===== config.mk =====
export PLATFORM = sky130hd
export DESIGN_NAME = strip_fmap_writer_flat
export DESIGN_NICKNAME = d
export VERILOG_FILES = /design/src/rtl/strip_fmap_writer_if.sv /design/src/rtl/strip_fmap_writer.sv /design/src/flat_wrapper.sv
export SDC_FILE = /design/constraint.sdc
export NUM_CORES = 1
export LEC_CHECK = 0
export CORE_MARGIN = 2
export CORE_UTILIZATION = 25
export CTS_CLUSTER_SIZE = 14
export DETAILED_ROUTE_END_ITERATION = 16
export GPL_ROUTABILITY_DRIVEN = 0
export PLACE_DENSITY = 0.56
export SLEW_MARGIN = 20
export SYNTH_ARGS = -nofsm -noshare
export SYNTH_HDL_FRONTEND = slang
export SYNTH_SLANG_ARGS = --single-unit

===== constraint.sdc =====
create_clock -name clk_i -period 1.8 [get_ports clk_i]
set_clock_uncertainty 0.2 [all_clocks]
set_input_delay 0.18 -clock clk_i [delete_from_list [all_inputs] [get_ports clk_i]]
set_output_delay 0.18 -clock clk_i [all_outputs]
set_load 0.05 [all_outputs]

===== src/rtl/strip_fmap_writer_if.sv =====
// Pixel-stream and strip-BRAM write signals of the strip feature-map writer.
// master: pixel source / BRAM side; slave: the writer itself.
interface strip_fmap_writer_if #(
   parameter int unsigned DATA_W = 9,
   parameter int unsigned ADDR_W = 16
);
   logic                     s_valid;
   logic signed [DATA_W-1:0] s_data;
   logic                     s_ready;
   logic                     bram_we;
   logic        [ADDR_W-1:0] bram_addr;
   logic signed [DATA_W-1:0] bram_din;

   modport master (
      output s_valid,
      output s_data,
      input  s_ready,
      input  bram_we,
      input  bram_addr,
      input  bram_din
   );

   modport slave (
      input  s_valid,
      input  s_data,
      output s_ready,
      output bram_we,
      output bram_addr,
      output bram_din
   );
endinterface


===== src/rtl/strip_fmap_writer.sv =====
// Producer side of the horizontal-strip feature-map BRAM. Writes one XSIZE x YSIZE strip from a
// raster pixel stream, flags strip_full for the conv unit and waits for its done before reloading.
// Optional feature: define STRIP_CHECKSUM_EN to add a 24-bit running sum of the written pixels.
module strip_fmap_writer #(
   parameter int unsigned XSIZE  = 224,
   parameter int unsigned YSIZE  = 30,
   parameter int unsigned DATA_W = 9,
   parameter int unsigned ADDR_W = 16
) (
   input  logic               clk_i,
   input  logic               rst_ni,
   input  logic               start_i,
   input  logic               consumer_done_i,
   strip_fmap_writer_if.slave bus,
   output logic               strip_full_o,
   output logic               busy_o,
   output logic [7:0]         strip_count_o
`ifdef STRIP_CHECKSUM_EN
   ,
   output logic [23:0]        checksum_o
`endif
);

   localparam int unsigned       ColW     = (XSIZE > 1) ? $clog2(XSIZE) : 1;
   localparam int unsigned       RowW     = $clog2(YSIZE + 1);
   localparam logic [ADDR_W-1:0] LastAddr = ADDR_W'(XSIZE * YSIZE - 1);
   localparam logic [ColW-1:0]   LastCol  = ColW'(XSIZE - 1);

   typedef enum logic [1:0] {
      StIdle,
      StLoad,
      StFull
   } state_e;

   state_e            state_q, state_d;
   logic [ADDR_W-1:0] ptr_q, ptr_d;
   logic [ColW-1:0]   col_q, col_d;
   logic [RowW-1:0]   row_q, row_d;
   logic              we_q, we_d;
   logic [ADDR_W-1:0] addr_q, addr_d;
   logic [DATA_W-1:0] din_q, din_d;
   logic              full_q, full_d;
   logic [7:0]        count_q, count_d;
   logic              accept;

   // Ready depends on state only, so the source never sees a combinational loop through us.
   assign bus.s_ready = (state_q == StLoad);
   assign accept      = bus.s_valid & bus.s_ready;

   assign bus.bram_we   = we_q;
   assign bus.bram_addr = addr_q;
   assign bus.bram_din  = din_q;
   assign strip_full_o  = full_q;
   assign busy_o        = (state_q != StIdle);
   assign strip_count_o = count_q;

   // Next-state logic: load sequencing, write-port staging and strip release.
   always_comb begin
      state_d = state_q;
      ptr_d   = ptr_q;
      col_d   = col_q;
      row_d   = row_q;
      we_d    = 1'b0;
      addr_d  = addr_q;
      din_d   = din_q;
      full_d  = full_q;
      count_d = count_q;

      unique case (state_q)
         StIdle: begin
            if (start_i) begin
               state_d = StLoad;
            end
         end
         StLoad: begin
            if (accept) begin
               // The write lands one cycle after the accept.
               we_d   = 1'b1;
               addr_d = ptr_q;
               din_d  = bus.s_data;
               ptr_d  = ptr_q + 1'b1;
               if (col_q == LastCol) begin
                  col_d = '0;
                  row_d = row_q + 1'b1;
               end else begin
                  col_d = col_q + 1'b1;
               end
               if (ptr_q == LastAddr) begin
                  state_d = StFull;
               end
            end
         end
         StFull: begin
            if (consumer_done_i) begin
               full_d  = 1'b0;
               count_d = count_q + 8'd1;
               ptr_d   = '0;
               col_d   = '0;
               row_d   = '0;
               state_d = start_i ? StLoad : StIdle;
            end else begin
               // First FULL cycle still carries the final write; the flag follows it.
               full_d = 1'b1;
            end
         end
         default: begin
            state_d = StIdle;
         end
      endcase
   end

   // State and output registers, cleared asynchronously.
   always_ff @(posedge clk_i or negedge rst_ni) begin
      if (!rst_ni) begin
         state_q <= StIdle;
         ptr_q   <= '0;
         col_q   <= '0;
         row_q   <= '0;
         we_q    <= 1'b0;
         addr_q  <= '0;
         din_q   <= '0;
         full_q  <= 1'b0;
         count_q <= '0;
      end else begin
         state_q <= state_d;
         ptr_q   <= ptr_d;
         col_q   <= col_d;
         row_q   <= row_d;
         we_q    <= we_d;
         addr_q  <= addr_d;
         din_q   <= din_d;
         full_q  <= full_d;
         count_q <= count_d;
      end
   end

`ifdef STRIP_CHECKSUM_EN
   logic [23:0] sum_q, sum_d;

   assign checksum_o = sum_q;

   // Running sign-extended sum of accepted pixels, restarted whenever a load begins.
   always_comb begin
      sum_d = sum_q;
      if ((state_q != StLoad) && (state_d == StLoad)) begin
         sum_d = '0;
      end else if (accept) begin
         sum_d = sum_q + 24'($signed(bus.s_data));
      end
   end

   // Checksum accumulator register.
   always_ff @(posedge clk_i or negedge rst_ni) begin
      if (!rst_ni) begin
         sum_q <= '0;
      end else begin
         sum_q <= sum_d;
      end
   end
`endif

endmodule


===== src/flat_wrapper.sv =====
// flat-port wrapper written by rule: the top's interface ports become plain ports
module strip_fmap_writer_flat 
#(
   parameter int unsigned XSIZE  = 224,
   parameter int unsigned YSIZE  = 30,
   parameter int unsigned DATA_W = 9,
   parameter int unsigned ADDR_W = 16
)
  (clk_i, rst_ni, start_i, consumer_done_i, strip_full_o, busy_o, strip_count_o, bus_s_valid, bus_s_data, bus_s_ready, bus_bram_we, bus_bram_addr, bus_bram_din);
  strip_fmap_writer_if #(.DATA_W(DATA_W), .ADDR_W(ADDR_W)) bus_i ();
  input  logic clk_i;
  input  logic rst_ni;
  input  logic start_i;
  input  logic consumer_done_i;
  output logic strip_full_o;
  output logic busy_o;
  output logic [7:0] strip_count_o;
  input wire logic [$bits(bus_i.s_valid)-1:0] bus_s_valid;
  input wire logic [$bits(bus_i.s_data)-1:0] bus_s_data;
  output wire logic [$bits(bus_i.s_ready)-1:0] bus_s_ready;
  output wire logic [$bits(bus_i.bram_we)-1:0] bus_bram_we;
  output wire logic [$bits(bus_i.bram_addr)-1:0] bus_bram_addr;
  output wire logic [$bits(bus_i.bram_din)-1:0] bus_bram_din;
  assign bus_i.s_valid = bus_s_valid;
  assign bus_i.s_data = bus_s_data;
  assign bus_s_ready = bus_i.s_ready;
  assign bus_bram_we = bus_i.bram_we;
  assign bus_bram_addr = bus_i.bram_addr;
  assign bus_bram_din = bus_i.bram_din;
  strip_fmap_writer #(.XSIZE(XSIZE), .YSIZE(YSIZE), .DATA_W(DATA_W), .ADDR_W(ADDR_W)) u_core (.clk_i(clk_i), .rst_ni(rst_ni), .start_i(start_i), .consumer_done_i(consumer_done_i), .bus(bus_i), .strip_full_o(strip_full_o), .busy_o(busy_o), .strip_count_o(strip_count_o));
endmodule

==> metrics, run 1 <==
combinational share of power=0.260; Yosys top cell area share=0.573; library cell with the largest summed area after synthesis=dfrtp_1; setup slack, reg-to-reg=0.08 ns; Vias per Instance=4.46; cell area after synthesis=between 2000 and 2500 sq um; synthesis-stage register bit count=53; category of the most critical setup path=register to register; total negative slack for setup checks=0 ns; number of hold violations in the final report=0; cell leakage power=1.57 nW; TritonCTS Buffers=5; Routed Antenna Nets=0; clock sink count=53; Syn Nets=around 260; CP max stage delay=between 0.4 and 0.5 ns; tightest slew margin relative to the limit=0.739; post-route worst setup slack=0.0819 ns; clock share of power=0.248; Diodes inserted=0; H-tree lvl count=2; filler cell count=roughly 940; series of cell instances along the critical path=nand2b_4, clkinv_4, nand2_4, clkinv_4, o2111ai_4, buf_6, o21ai_0, a21oi_1; global router's overall resource usage=0.117; horizontal extent of the die=between 100 and 150 um; Max Slew Vio Count=0; Post-synth EDFFs=0; Setup Slack @ Placement=-0.0856 ns; switch share=0.337; worst-case reg-to-reg path depth=8; Max Root-Sink Buffers=2; # port buffers=50; Core Footprint=between 9000 and 10,000 sq um; setup repair after global routing missed its margin=false; pin count of the biggest net entering global routing=54; class of the tightest hold or removal check=primary input to asynchronous set/reset pin; Internal=~0.0019 W; clock latency at the later pin of the worst-skew pair=0.30 ns; routed length per instance=between 10 and 15 um; Synthesis Warnings=0; min Tclk post-route=approximately 1.7 ns; result of the run=complete, no violations; path length in cells of the critical path=8; library cell contributing the largest single delay on the critical path=dfrtp_2; routed wire length=approximately 5.6 mm; gate count after technology mapping=approximately 240; FMAX=a little under 0.6 GHz; Worst-path clk slew=~0.1 ns; fraction of final layout cells with drive strength greater than 1=0.264; share of the yosys chip area belonging to registers=0.573; mean instance size in the synthesized netlist=9.69 sq um; minimum hold slack=0.183 ns; DRC errors left=0; arrival time of data at the critical path endpoint=roughly 1.8 ns; final setup violating endpoints=0; IO Count=between 50 and 60; Max Cap Viol=0; endpoint class of the critical path=register; root buffer cell=clkbuf_8; capture point of the worst reg-to-reg path=u_core.ptr_q[13]; Worst path most repeated cell=clkinv_4; Die Footprint=about 10,000 sq um; Top delay family on crit path=compound AO/OA/AOI/OAI gates; Congestion Overflow GR=0; peak supply drop=~0.00063 V; count of distinct cell types in the synthesized netlist=40; net switching power figure=roughly 0.00095 W; proportion of synthesized flip-flops having asynchronous set or reset=1.00; final critical-path share of the clock period=0.955; cell count after placement=413; count of TritonRoute iterations in the first routing pass=6; Post-synth top flop=dfrtp_1; power density of the placed cells=894 nW/um^2; top cells by area, synth=dfrtp_1, nand2_1, xor2_1; number of global-route vias before repair=between 1,500 and 2,000; total number of placement rows=35; initial antenna violation count=0; layout overhead on the synthesized area=36.7%; commonest non-fill, non-tap cell in the layout=nand2_1; highest net fanout along the worst path=6; Finished Layout Cells=about 430; effective utilization at floorplan=0.254; First DRT Iteration DRCs=around 70; HPWL after detailed placement=3.87 mm; total power=0.00283 W; clock tree from TritonCTS=yes; share of total power in sequential cells=0.492; transition time at the pin with the least slew margin=approximately 0.39 ns; first-pass GRT wire length=slightly above 9 mm; Die Height=100 um; Worst setup SP type=register; launching point of the worst reg2reg path=u_core.state_q[0]; CP Data Required Time=1.83 ns; total via count in the routed design=roughly 1,900; Bufs and invs on worst path=3; most used cells in the layout excluding fill and tap cells=nand2_1, buf_4, dfrtp_1, clkdlybuf4s50_1, nor2_1; Total Nets Final=between 300 and 400
-- repair_timing --
| action | 4_1_cts | 5_1_grt |
|---|---|---|
| hold endpoints to repair | 53 | 0 |
| setup endpoints to repair | 1 | 6 |
| gates cloned | 0 | 0 |
| hold buffers | 1 | 0 |
| buffers inserted | 0 | 4 |
| pin swaps | 0 | 2 |
| gates resized for setup | 1 | 6 |
-- synth_stat cells, types with 2 or more instances --
cell	number
nor2_1	11
nand2_1	88
o21ai_0	9
clkbuf_1	2
inv_1	2
xor2_1	7
nor3_1	2
and2_1	2
or3_1	5
and4_1	4
nand3_1	4
dfrtp_1	53
ha_1	2
buf_2	6
a21oi_1	5
nand4_1	8
xnor2_1	6
-- logic make-up after synthesis --
family | Yosys count | share of synthesized area
buffers and inverters | 13 | 0.0270
and+or+nand+nor | 135 | 0.270
adders and majority gates | 2 | 0.0108
xor gates and xnor gates | 13 | 0.0492
DFF | 53 | 0.573
AOI/OAI and AO/OA | 23 | 0.0697
-- worst max path at each step --
stage | from | end
global route | u_core.state_q[0] | u_core.ptr_q[13]
detailed placement | consumer_done_i | u_core.ptr_q[13]
floorplan | u_core.state_q[1] | u_core.ptr_q[13]
CTS | u_core.ptr_q[0] | u_core.ptr_q[14]
global placement | consumer_done_i | u_core.ptr_q[13]
finish | u_core.state_q[0] | u_core.ptr_q[13]
-- cell type report --
cell class	count	area [sq um]	area share
Clock buffer	6	82.6	0.0261
Tap cell	111	139	0.0439
Multi-Input combinational cell	173	945	0.299
Clock inverter	1	7.51	0.00237
Sequential cell	53	1330	0.420
Inverter	4	25.0	0.00791
Timing Repair Buffer	77	637	0.201
-- power by group through the flow --
stage	Combinational, W	Clock [W]	Sequential (W)
4_1_cts	0.000737	0.000735	0.00139
3_3_place_gp	0.000728	0	0.00141
5_1_grt	0.000798	0.000792	0.00141
6_report	0.000736	0.000701	0.00139
3_5_place_dp	0.000734	0	0.00141
2_1_floorplan	0.000166	0	0.00167
-- routing by layer --
layer  wire length [um]  global-route usage  vias up
met5                  0                   0        -
met4                 39              0.0263        0
met3                309              0.0251        4
met2               2630               0.184       47
met1               2630               0.166      901
li1                   -                   -      942
-- tightest hold or removal path, stage by stage --
cell	delay (ns)
dlygate4sd3_1	0.52
buf_2	0.12
buf_12	0.26
-- state kept, by name, indices dropped and copies added, names as in the netlist --
signal	flops
u_core.bus.bram_addr	16
u_core.ptr_q	16
u_core.bus.bram_din	9
u_core.strip_count_o	8
u_core.state_q	2
u_core.bus.bram_we	1
u_core.strip_full_o	1
-- through the flow --
| step | cell area [sq um] | utilization |
|---|---|---|
| finish | 3160 | 0.347 |
| global route | 3160 | 0.347 |
| CTS | 3110 | 0.341 |
| detailed placement | 3010 | 0.330 |
| global placement | 3010 | 0.330 |
| floorplan | 2320 | - |
Power figures use the tool's default switching activity.
==> inputs of run 2 (changes only) <==
- CTS_CLUSTER_SIZE: 14 -> default
==> results of run 2 <==
Same layout as run 1: the final DEF is identical, and so are final timing and power.
==> inputs of run 3 (changes only) <==
- SLEW_MARGIN: 20 -> 10
==> results of run 3 <==
Same layout as run 1: the final DEF is identical, and so are final timing and power.
